==> src/rtl/ram36_port_arbiter.sv <==
// ram36_port_arbiter
//   Round-robin arbiter that lets two requesters share one single-port
//   512x36 block RAM. At most one RAM access is issued per cycle. A tag
//   pipeline RD_LAT deep remembers which requester issued each read, so that
//   every read result is steered back to that requester exactly RD_LAT
//   cycles after the command was accepted.
//
// Build option:
//   RAM_PARITY_EN  when defined, ram_wdata[35:32] carries even parity of the
//                  four write-data bytes, every read response is checked
//                  against it, rspN_perr flags a mismatch and perr_count
//                  counts mismatches (saturating at 255). When undefined,
//                  the parity bits are written as 0, ram_rdata[35:32] is
//                  ignored, rspN_perr is 0 and perr_count is 0.
//
// Ports:
//   clk, rst                    clock; synchronous active-high reset
//   reqN_valid/ready            command handshake (N = 0, 1)
//   reqN_we/addr/wdata          1 = write, word address, write payload
//   rspN_valid                  one-cycle read-data pulse for requester N
//   rspN_rdata                  read data (0 when rspN_valid is 0)
//   rspN_perr                   parity error on this response
//   ram_en/we/addr/wdata        RAM primitive command side
//   ram_rdata                   RAM read data, valid RD_LAT cycles after ram_en
//   perr_count                  saturating parity error count
module ram36_port_arbiter #(
    parameter int ADDR_W = 9,
    parameter int RD_LAT = 2   // legal 1..4
) (
    input  logic              clk,
    input  logic              rst,
    input  logic              req0_valid,
    output logic              req0_ready,
    input  logic              req0_we,
    input  logic [ADDR_W-1:0] req0_addr,
    input  logic [31:0]       req0_wdata,
    output logic              rsp0_valid,
    output logic [31:0]       rsp0_rdata,
    output logic              rsp0_perr,
    input  logic              req1_valid,
    output logic              req1_ready,
    input  logic              req1_we,
    input  logic [ADDR_W-1:0] req1_addr,
    input  logic [31:0]       req1_wdata,
    output logic              rsp1_valid,
    output logic [31:0]       rsp1_rdata,
    output logic              rsp1_perr,
    output logic              ram_en,
    output logic              ram_we,
    output logic [ADDR_W-1:0] ram_addr,
    output logic [35:0]       ram_wdata,
    input  logic [35:0]       ram_rdata,
    output logic [7:0]        perr_count
);

`ifdef RAM_PARITY_EN
    // Even parity of each byte: bit k is the XOR of byte k.
    function automatic logic [3:0] byte_parity(input logic [31:0] d);
        logic [3:0] p;
        p = '0;
        for (int k = 0; k < 4; k++) begin
            p[k] = ^d[8*k +: 8];
        end
        return p;
    endfunction

    function automatic logic [7:0] sat_inc(input logic [7:0] c);
        return (c == 8'hFF) ? c : c + 8'd1;
    endfunction
`endif

    logic              last_grant;
    logic              gnt_vld;
    logic              gnt_id;
    logic              sel_we;
    logic [ADDR_W-1:0] sel_addr;
    logic [31:0]       sel_wdata;
    logic [3:0]        wpar;
    logic [RD_LAT-1:0] vld_p;
    logic [RD_LAT-1:0] id_p;
    logic              rsp_vld;
    logic              rsp_id;

    // Grant: a lone requester wins; under contention the one that did not
    // win last time wins. Nothing is granted while rst is high.
    always_comb begin
        gnt_vld = 1'b0;
        gnt_id  = 1'b0;
        if (!rst) begin
            if (req0_valid && req1_valid) begin
                gnt_vld = 1'b1;
                gnt_id  = ~last_grant;
            end else if (req0_valid) begin
                gnt_vld = 1'b1;
                gnt_id  = 1'b0;
            end else if (req1_valid) begin
                gnt_vld = 1'b1;
                gnt_id  = 1'b1;
            end
        end
    end

    assign req0_ready = gnt_vld && !gnt_id;
    assign req1_ready = gnt_vld &&  gnt_id;

    assign sel_we    = gnt_id ? req1_we    : req0_we;
    assign sel_addr  = gnt_id ? req1_addr  : req0_addr;
    assign sel_wdata = gnt_id ? req1_wdata : req0_wdata;

    assign ram_en    = gnt_vld;
    assign ram_we    = gnt_vld && sel_we;
    assign ram_addr  = sel_addr;
    assign ram_wdata = {wpar, sel_wdata};

    // Reset leaves last_grant at 1 so requester 0 wins the first contention.
    always_ff @(posedge clk) begin
        if (rst) begin
            last_grant <= 1'b1;
        end else if (gnt_vld) begin
            last_grant <= gnt_id;
        end
    end

    // ---- accept cycle -> tag stage 0 .. stage RD_LAT-1 -> response cycle ----
    always_ff @(posedge clk) begin
        if (rst) begin
            vld_p <= '0;
            id_p  <= '0;
        end else begin
            vld_p[0] <= gnt_vld && !sel_we;
            id_p[0]  <= gnt_id;
            for (int i = 1; i < RD_LAT; i++) begin
                vld_p[i] <= vld_p[i-1];
                id_p[i]  <= id_p[i-1];
            end
        end
    end

    // Response is gated by rst so a tag still in flight during the reset
    // cycle itself never surfaces.
    assign rsp_vld = !rst && vld_p[RD_LAT-1];
    assign rsp_id  = id_p[RD_LAT-1];

    assign rsp0_valid = rsp_vld && !rsp_id;
    assign rsp1_valid = rsp_vld &&  rsp_id;
    assign rsp0_rdata = rsp0_valid ? ram_rdata[31:0] : 32'd0;
    assign rsp1_rdata = rsp1_valid ? ram_rdata[31:0] : 32'd0;

`ifdef RAM_PARITY_EN
    logic       perr_hit;
    logic [7:0] perr_cnt_q;

    assign wpar     = byte_parity(sel_wdata);
    assign perr_hit = rsp_vld && (byte_parity(ram_rdata[31:0]) != ram_rdata[35:32]);

    always_ff @(posedge clk) begin
        if (rst) begin
            perr_cnt_q <= 8'd0;
        end else if (perr_hit) begin
            perr_cnt_q <= sat_inc(perr_cnt_q);
        end
    end

    assign perr_count = perr_cnt_q;
    assign rsp0_perr  = perr_hit && !rsp_id;
    assign rsp1_perr  = perr_hit &&  rsp_id;
`else
    // Stored parity bits are not examined in this build.
    logic unused_par;
    assign unused_par = ^ram_rdata[35:32];
    assign wpar       = 4'd0;
    assign perr_count = 8'd0;
    assign rsp0_perr  = 1'b0;
    assign rsp1_perr  = 1'b0;
`endif

endmodule

==> config.mk <==
export PLATFORM = sky130hd
export DESIGN_NAME = ram36_port_arbiter
export DESIGN_NICKNAME = d
export VERILOG_FILES = /design/src/rtl/ram36_port_arbiter.sv
export SDC_FILE = /design/constraint.sdc
export NUM_CORES = 1
export LEC_CHECK = 0
export BUFFER_PORTS_ARGS = -buffer_cell sky130_fd_sc_hd__buf_4
export CAP_MARGIN = 20
export CORE_AREA = 10 10 88 90
export DETAILED_ROUTE_END_ITERATION = 7
export DIE_AREA = 0 0 98 100
export PLACE_DENSITY = 0.76
export SLEW_MARGIN = 10
export SYNTH_ARGS = -nofsm -noshare
export SYNTH_HDL_FRONTEND = slang
export SYNTH_SLANG_ARGS = --single-unit
==> constraint.sdc <==
create_clock -name clk -period 1.85 [get_ports clk]
set_input_delay 0.0925 -clock clk [delete_from_list [all_inputs] [get_ports clk]]
set_output_delay 0.0925 -clock clk [all_outputs]
set_load 0.01 [all_outputs]
==> results_dict.tcl, run 1 <==
set metrics [dict create \
    status "completed" \
    yosys.area.top_type "mux2_4" \
    drtIter0Drc 13 \
    drt_pre_antenna_iters 2 \
    synthTopCellsByCount "and2_1, mux2_4, buf_4, clkbuf_1, dfxtp_1" \
    internal-power_uw 661 \
    clock_latency_ns 0.22 \
    vias 1936 \
    hold_buffers 0 \
    numCtsBuffers 3 \
    seqCellArea_um2 100 \
    synth_edf_count 0 \
    place_area_um2 3180 \
    ant_nets 0 \
    avgSynthCellArea_um2 9.35 \
    path_max_fanout 10 \
    yosysWarnings 0 \
    clk_pin_slew_worst_paths_ns 0.03 \
    grt_pass1_vias 2124 \
    cts-root-buf "clkbuf_8" \
    die_x_um 98 \
    cap_violations 0 \
    synth.distinct_cells 22 \
    cts_tree "done" \
    synth.area.top_cells "mux2_4, and2_1, buf_4" \
    grt_usage 0.143 \
    crit_required_ns 1.76 \
    comb_power_share 0.656 \
    worst_r2r_startpoint "last_grant" \
    grt_pass1_wl_mm 11.6 \
    peakVddDrop_mv 0.224 \
    p_leak_nw 1.87 \
    htree_num_levels 1 \
    fin_tns_setup_ns 0 \
    n_antenna_cell 0 \
    finish.instance_area_um2 3280 \
    antenna_found_initial 0 \
    core-area_um2 6130 \
    synth_compound_area_frac 0.0230 \
    grt_max_degree 34 \
    hpwlAfterDp_mm 7.10 \
    pwr-share-clk 0.217 \
    cp-startpoint "last_grant" \
    yosysMostFrequentCell "and2_1" \
    fin_ws_ns 0.111 \
    fmax_mhz 575 \
    hold_class "in2reg" \
    timing.final.crit_period_ns 1.74 \
    syn_area_um2 1470 \
    yosys.area_share.simple 0.344 \
    maxSlewViolCount 0 \
    cts_sinks 5 \
    start_util 0.239 \
    nNetsFinal 514 \
    multi_input_area_um2 1200 \
    wirelength_mm 7.86 \
    drive_above_1_share 0.740 \
    synthArstFlopShare 0 \
    clock_skew_ns 0.000163 \
    fin_crit_sh 0.940 \
    wl_per_cell_um 16.9 \
    seqPwrFrac 0.127 \
    rsz0062_at_grt "false" \
    core.rowCount 29 \
    cp-start-kind "flop" \
    setup_viol 0 \
    place_ws_ns 0.266 \
    synth_seq_cells 5 \
    hold_viol 0 \
    die_y_um 100 \
    vias_per_cell 4.15 \
    synth_top_area_frac 0.399 \
    hold_start "req0_we" \
    cts_buffer_depth 2 \
    synth_fa_ha_area_frac 0 \
    die-area_um2 9800 \
    ys_seq_area_frac 0.0682 \
    io_pins 249 \
    synth_top_family_by_area "multiplexers" \
    synth_cells 157 \
    switching_share 0.286 \
    power_density_nw_per_um2 282 \
    fillCellCount 556 \
    ys.flop_type "dfxtp_1" \
    end_kind "output pin" \
    p_sw_uw 265 \
    muxShareOfSynthArea 0.414 \
    crit_type "reg2out" \
    grt_overflow_total 0 \
    area_growth_pct 124 \
    port_buffers 230 \
    globalplace.congestion 0.766 \
    drc 0 \
    synthXorXnorAreaFrac 0 \
    arrival_ns 1.65 \
]
## power by group through the flow
stage          Combinational (mW)  Sequential, mW  Clock (mW)
2_1_floorplan               0.279           0.119           0
4_1_cts                     0.602           0.118       0.210
6_report                    0.608           0.118       0.201
5_1_grt                     0.655           0.118       0.216
3_5_place_dp                0.601           0.119           0
3_3_place_gp                0.591           0.119           0
## per-stage QoR
| step | std cells | utilization | total power, mW | hold slack [ns] |
|---|---|---|---|---|
| 6_report | 466 | 0.535 | 0.926 | 0.0735 |
| 5_1_grt | 466 | 0.535 | 0.989 | 0.0807 |
| 4_1_cts | 461 | 0.525 | 0.930 | 0.0636 |
| 3_5_place_dp | 457 | 0.518 | 0.720 | 0.300 |
| 3_3_place_gp | 457 | 0.518 | 0.710 | 0.299 |
| 2_1_floorplan | 170 | - | 0.397 | 0.193 |
## state kept, by name, summed over array words and instances, names as in the netlist
| register | flops |
|---|---|
| vld_p | 2 |
| id_p | 2 |
| last_grant | 1 |
## layout by cell type (no fill, tap or decap), types with 2 or more instances in the layout
| cell | synthesis | routed |
|---|---|---|
| nor2b_1 | 2 | 2 |
| nand2_1 | 3 | 3 |
| dfxtp_1 | 5 | 5 |
| mux2_2 | 2 | 2 |
| and2_1 | 64 | 64 |
| a21oi_1 | 2 | 2 |
| clkbuf_8 | 0 | 3 |
| buf_4 | 14 | 237 |
| mux2_4 | 39 | 39 |
| nor2_1 | 4 | 4 |
| conb_1 | 1 | 14 |
| nand3_1 | 2 | 2 |
## worst max-delay path, cell delays in order (launching register included)
cell and delay (ns):
dfxtp_1 0.33, a21bo_4 0.24, nor2_8 0.20, clkbuf_16 0.21, mux2_4 0.30, buf_4 0.14
## cell families (layout without fill, tap and decap cells)
logic type	after synthesis	count (layout)
DFF	5	5
AOI/OAI and AO/OA	4	4
and+or+nand+nor	80	80
other	1	14
buffers and inverters	26	245
muxes	41	41
## repair_timing
item / CTS / global route
setup buffers: 0 / 4
resized for setup: 0 / 1
endpoints found under the setup margin: 0 / 21
## area by class of cell
| cell class | count | share of cell area |
|---|---|---|
| clock buffer | 4 | 0.0137 |
| sequential | 5 | 0.0305 |
| timing repair buffer | 240 | 0.559 |
| tap | 77 | 0.0294 |
| inverter | 1 | 0.00114 |
| multi-input combinational | 139 | 0.366 |
## final timing paths
path	to	slack, ns	depth (start not counted)
worst min register to register	vld_p[1]	0.43	1
worst min-delay path	vld_p[0]	0.07	2
worst max register to register	vld_p[0]	0.70	3
worst max-delay path	ram_wdata[8]	0.11	5
## per-layer routing
metal,part of all wire,global-route usage
met1,0.31,0.125
met2,0.51,0.265
met3,0.17,0.101
met4,0.0062,0.0268
met5,0,0
No activity file was read; power rests on OpenSTA's default activity.
==> inputs of run 2 (changes only) <==
- CTS_BUF_LIST: unset -> sky130_fd_sc_hd__clkbuf_8 sky130_fd_sc_hd__clkbuf_16
- GPL_TIMING_DRIVEN: unset -> 0
==> results_dict.tcl, run 2 (synthesis results as in run 1) <==
set metrics [dict create \
    cts_tree "done" \
    peakVddDrop_mv 0.179 \
    setup_viol 0 \
    area_growth_pct 131 \
    cts_buffer_depth 2 \
    grt_max_degree 11 \
    path_max_fanout 10 \
    drive_above_1_share 0.735 \
    grt_pass1_vias 2204 \
    crit_buf_inv 2 \
    maxSlewViolCount 0 \
    fin_crit_sh 0.928 \
    fmax_mhz 582 \
    post_cts_resize_count 0 \
    rrSetupSlack_ns 0.71 \
    drtIter0Drc 13 \
    pwr-share-clk 0.205 \
    status "completed" \
    io_pins 249 \
    critPathTopFamily "flip-flops" \
    timing.final.crit_period_ns 1.72 \
    top_regs "id_p x2, vld_p x2, last_grant x1" \
    core-area_um2 6130 \
    die_x_um 98 \
    fin_tns_setup_ns 0 \
    ant_nets 0 \
    htree_num_levels 1 \
    nNetsFinal 529 \
    drt_pre_antenna_iters 4 \
    clock_latency_ns 0.22 \
    comb_power_share 0.669 \
    post_cts_buffers 0 \
    cp_slowest_stage_delay_ns 0.33 \
    p_sw_uw 269 \
    crit_chain "a21bo_4, nor2_8, buf_12, mux2_4, buf_4" \
    port_buffers 230 \
    cap_violations 0 \
    cp-start-kind "flop" \
    holdPathEnd "vld_p[0]" \
    worst_r2r_startpoint "last_grant" \
    drc 0 \
    rsz0062_at_grt "false" \
    arrival_ns 1.62 \
    hold_buffers 0 \
    hpwlAfterDp_mm 7.74 \
    cts-root-buf "clkbuf_8" \
    mostFrequentLayoutCells "buf_4, and2_1, mux2_4" \
    globalplace.congestion 0.722 \
    vias_per_cell 4.05 \
    clock_skew_ns 0.00151 \
    place_area_um2 3340 \
    grt_usage 0.153 \
    fillCellCount 585 \
    clk_pin_slew_worst_paths_ns 0.04 \
    grt_overflow_total 0 \
    cp-startpoint "last_grant" \
    hold_start "req0_we" \
    seqPwrFrac 0.125 \
    wirelength_mm 8.24 \
    numCtsBuffers 3 \
    cts_sinks 5 \
    crit_type "reg2out" \
    slowest_stage "dfxtp_1" \
    p_leak_nw 1.94 \
    power_density_nw_per_um2 278 \
    finish.instance_area_um2 3380 \
    end_kind "output pin" \
    internal-power_uw 673 \
    hold_class "in2reg" \
    die-area_um2 9800 \
    wl_per_cell_um 17.1 \
    vias 1948 \
    grt_pass1_wl_mm 12.4 \
    p_total_uw 942 \
    ff2ff_path_depth 3 \
    final_common_cell "buf_4" \
    switching_share 0.285 \
    hold_viol 0 \
    crit_required_ns 1.76 \
    holdPathStages 2 \
    core.rowCount 29 \
    antenna_found_initial 0 \
    worstReg2RegEnd "vld_p[0]" \
    die_y_um 100 \
    start_util 0.239 \
    n_antenna_cell 0 \
]
==> run 2: final cells by class <==
cell class	count	area, um^2	area share
Timing Repair Buffer	230	1730	0.510
Multi-Input combinational cell	139	1200	0.355
Buffer	25	213	0.0628
Sequential cell	5	100	0.0296
Tap cell	77	96.3	0.0285
Clock buffer	3	41.3	0.0122
Clock inverter	1	3.75	0.00111
Inverter	1	3.75	0.00111
==> run 2: worst max path at each step <==
stage / to / cells after the start
floorplan: ram_wdata[22] / 4
global placement: ram_wdata[2] / 5
detailed placement: ram_wdata[0] / 5
CTS: ram_wdata[0] / 5
global route: ram_wdata[28] / 5
finish: ram_wdata[6] / 5
==> run 2: per-stage QoR <==
step	cells	util	worst slack, ns	hold slack [ns]
2_1_floorplan	170	-	0.555	0.193
3_3_place_gp	477	0.545	0.364	0.300
3_5_place_dp	477	0.545	0.359	0.300
4_1_cts	481	0.552	0.112	0.0699
5_1_grt	481	0.552	0.0776	0.0777
6_report	481	0.552	0.133	0.0741
==> run 2: power groups by stage <==
stage	Sequential, mW	Combinational, mW	Clock (mW)
2_1_floorplan	0.119	0.279	0
4_1_cts	0.118	0.640	0.201
5_1_grt	0.119	0.680	0.208
3_5_place_dp	0.119	0.639	0
3_3_place_gp	0.119	0.627	0
6_report	0.118	0.631	0.194
==> run 2: layer usage <==
layer  global-route usage  wire (um)  vias up
met4               0.0302         41        0
met1                0.127       2500      822
met3               0.0989       1310        2
li1                     -          -      978
met2                0.298       4380      146
met5                    0          0        -
==> inputs of run 3 (changes only) <==
- REMOVE_ABC_BUFFERS: unset -> 1
==> results_dict.tcl, run 3 (synthesis results as in run 1) <==
set metrics [dict create \
    grt_usage 0.160 \
    n_antenna_cell 0 \
    fillCellCount 582 \
    die_x_um 98 \
    dp.cells 453 \
    timing.slew.headroom 0.665 \
    final_util 0.540 \
    globalplace.congestion 0.739 \
    cts-root-buf "clkbuf_8" \
    timing.final.crit_period_ns 1.77 \
    grt_overflow_total 0 \
    nNetsFinal 509 \
    arrival_ns 1.68 \
    antenna_found_initial 0 \
    worstReg2RegEnd "vld_p[0]" \
    fin_cells 461 \
    worst_r2r_startpoint "last_grant" \
    cts_sinks 5 \
    slowest_stage "nor2_4" \
    die-area_um2 9800 \
    top_regs "id_p x2, vld_p x2, last_grant x1" \
    drive_above_1_share 0.742 \
    cts_tree "done" \
    drtIter0Drc 14 \
    port_buffers 230 \
    seqPwrFrac 0.123 \
    status "completed" \
    critPathTopFamily "simple AND/OR/NAND/NOR gates" \
    comb_power_share 0.670 \
    clock_latency_ns 0.22 \
    cp-startpoint "last_grant" \
    p_leak_nw 1.86 \
    crit_chain "a21bo_4, nor2_4, mux2_4, buf_4" \
    hold_viol 0 \
    htree_num_levels 1 \
    crit_buf_inv 1 \
    clk_pin_slew_worst_paths_ns 0.04 \
    cts_buffer_depth 2 \
    vias 1943 \
    die_y_um 100 \
    crit_cells 4 \
    start_util 0.239 \
    pwr-share-clk 0.207 \
    switching_share 0.307 \
    crit_type "reg2out" \
    cp-start-kind "flop" \
    wl_per_cell_um 19.2 \
    place_area_um2 3140 \
    internal-power_uw 665 \
    end_kind "output pin" \
    final_common_cell "buf_4" \
    core.rowCount 29 \
    cap_violations 0 \
    fin_crit_sh 0.958 \
    ff2ff_path_depth 3 \
    numCtsBuffers 3 \
    mostFrequentLayoutCells "buf_4, and2_1, mux2_4" \
    core-area_um2 6130 \
    peakVddDrop_mv 0.211 \
    grt_max_degree 34 \
    maxSlewViolCount 0 \
    hold_buffers 0 \
    wirelength_mm 8.85 \
    drc 0 \
    hold_class "in2reg" \
    ant_nets 0 \
    vias_per_cell 4.21 \
    area_growth_pct 126 \
    fmax_mhz 564 \
    endpoint "ram_wdata[18]" \
    p_total_uw 960 \
    setup_viol 0 \
    rsz0062_at_grt "false" \
    finish.instance_area_um2 3310 \
    power_density_nw_per_um2 290 \
    p_sw_uw 294 \
    cp_slowest_stage_delay_ns 0.37 \
    fin_hold_ws_ns 0.0704 \
    worst_slew_pin_slew_ns 0.502 \
    drt_pre_antenna_iters 3 \
    crit_required_ns 1.76 \
    grt_pass1_vias 2044 \
    grt_pass1_wl_mm 12.5 \
    rrSetupSlack_ns 0.68 \
    path_max_fanout 10 \
    clock_skew_ns 0.00170 \
    hpwlAfterDp_mm 7.69 \
    io_pins 249 \
]
[run 3: cell types whose count changed in the layout (fill, tap and decap cells not counted), moves of 3 or more]
cell and change:
buf_12 -3, clkbuf_1 -6, nor2_4 +3, buf_6 +19, buf_4 -32
[run 3: per-layer routing]
metal  GRT usage  vias up  share of wire
met1       0.145      851           0.31
met4      0.0190        0         0.0058
met2       0.281      148           0.50
met5           0        -              0
li1            -      940              -
met3       0.130        4           0.18
[run 3: power by group through the flow]
stage          registers (mW)  logic, mW  clock network (mW)
2_1_floorplan           0.119      0.233                   0
3_3_place_gp            0.119      0.596                   0
3_5_place_dp            0.120      0.606                   0
4_1_cts                 0.118      0.640               0.205
5_1_grt                 0.119      0.692               0.217
6_report                0.118      0.643               0.198
[run 3: cell type report]
cell class	count	area, um^2	area share
Clock inverter	1	3.75	0.00113
Inverter	1	3.75	0.00113
Multi-Input combinational cell	142	1240	0.375
Tap cell	77	96.3	0.0291
Sequential cell	5	101	0.0306
Timing Repair Buffer	232	1830	0.551
Clock buffer	3	41.3	0.0125
[run 3: worst min path at each step]
stage          startpoint        to  slack [ns]  cells past startpoint
2_1_floorplan         rst   id_p[1]        0.16                      1
3_3_place_gp      req0_we  vld_p[0]        0.30                      2
3_5_place_dp      req0_we  vld_p[0]        0.30                      2
4_1_cts           req0_we  vld_p[0]        0.06                      2
5_1_grt           req0_we  vld_p[0]        0.08                      2
6_report          req0_we  vld_p[0]        0.07                      2
[run 3: what timing repair did]
item	4_1_cts	5_1_grt
gates resized for setup	21	0
setup endpoints to repair	46	32
endpoints found under the hold margin	0	0
setup buffers	0	1
gates cloned	2	1
pin swaps	2	2
[run 3: worst register-to-register path, stage by stage, from the launching register on]
cell	delay, ns
dfxtp_2	0.33
a21bo_4	0.27
or3_2	0.42
o31ai_1	0.07
[run 3: stage by stage]
| step | TNS [ns] | worst slack [ns] |
|---|---|---|
| global route | 0 | 0.0178 |
| floorplan | 0 | 0.162 |
| finish | 0 | 0.0781 |
| global placement | -4.76 | -0.121 |
| detailed placement | -1.76 | -0.116 |
| CTS | -0.153 | -0.0694 |
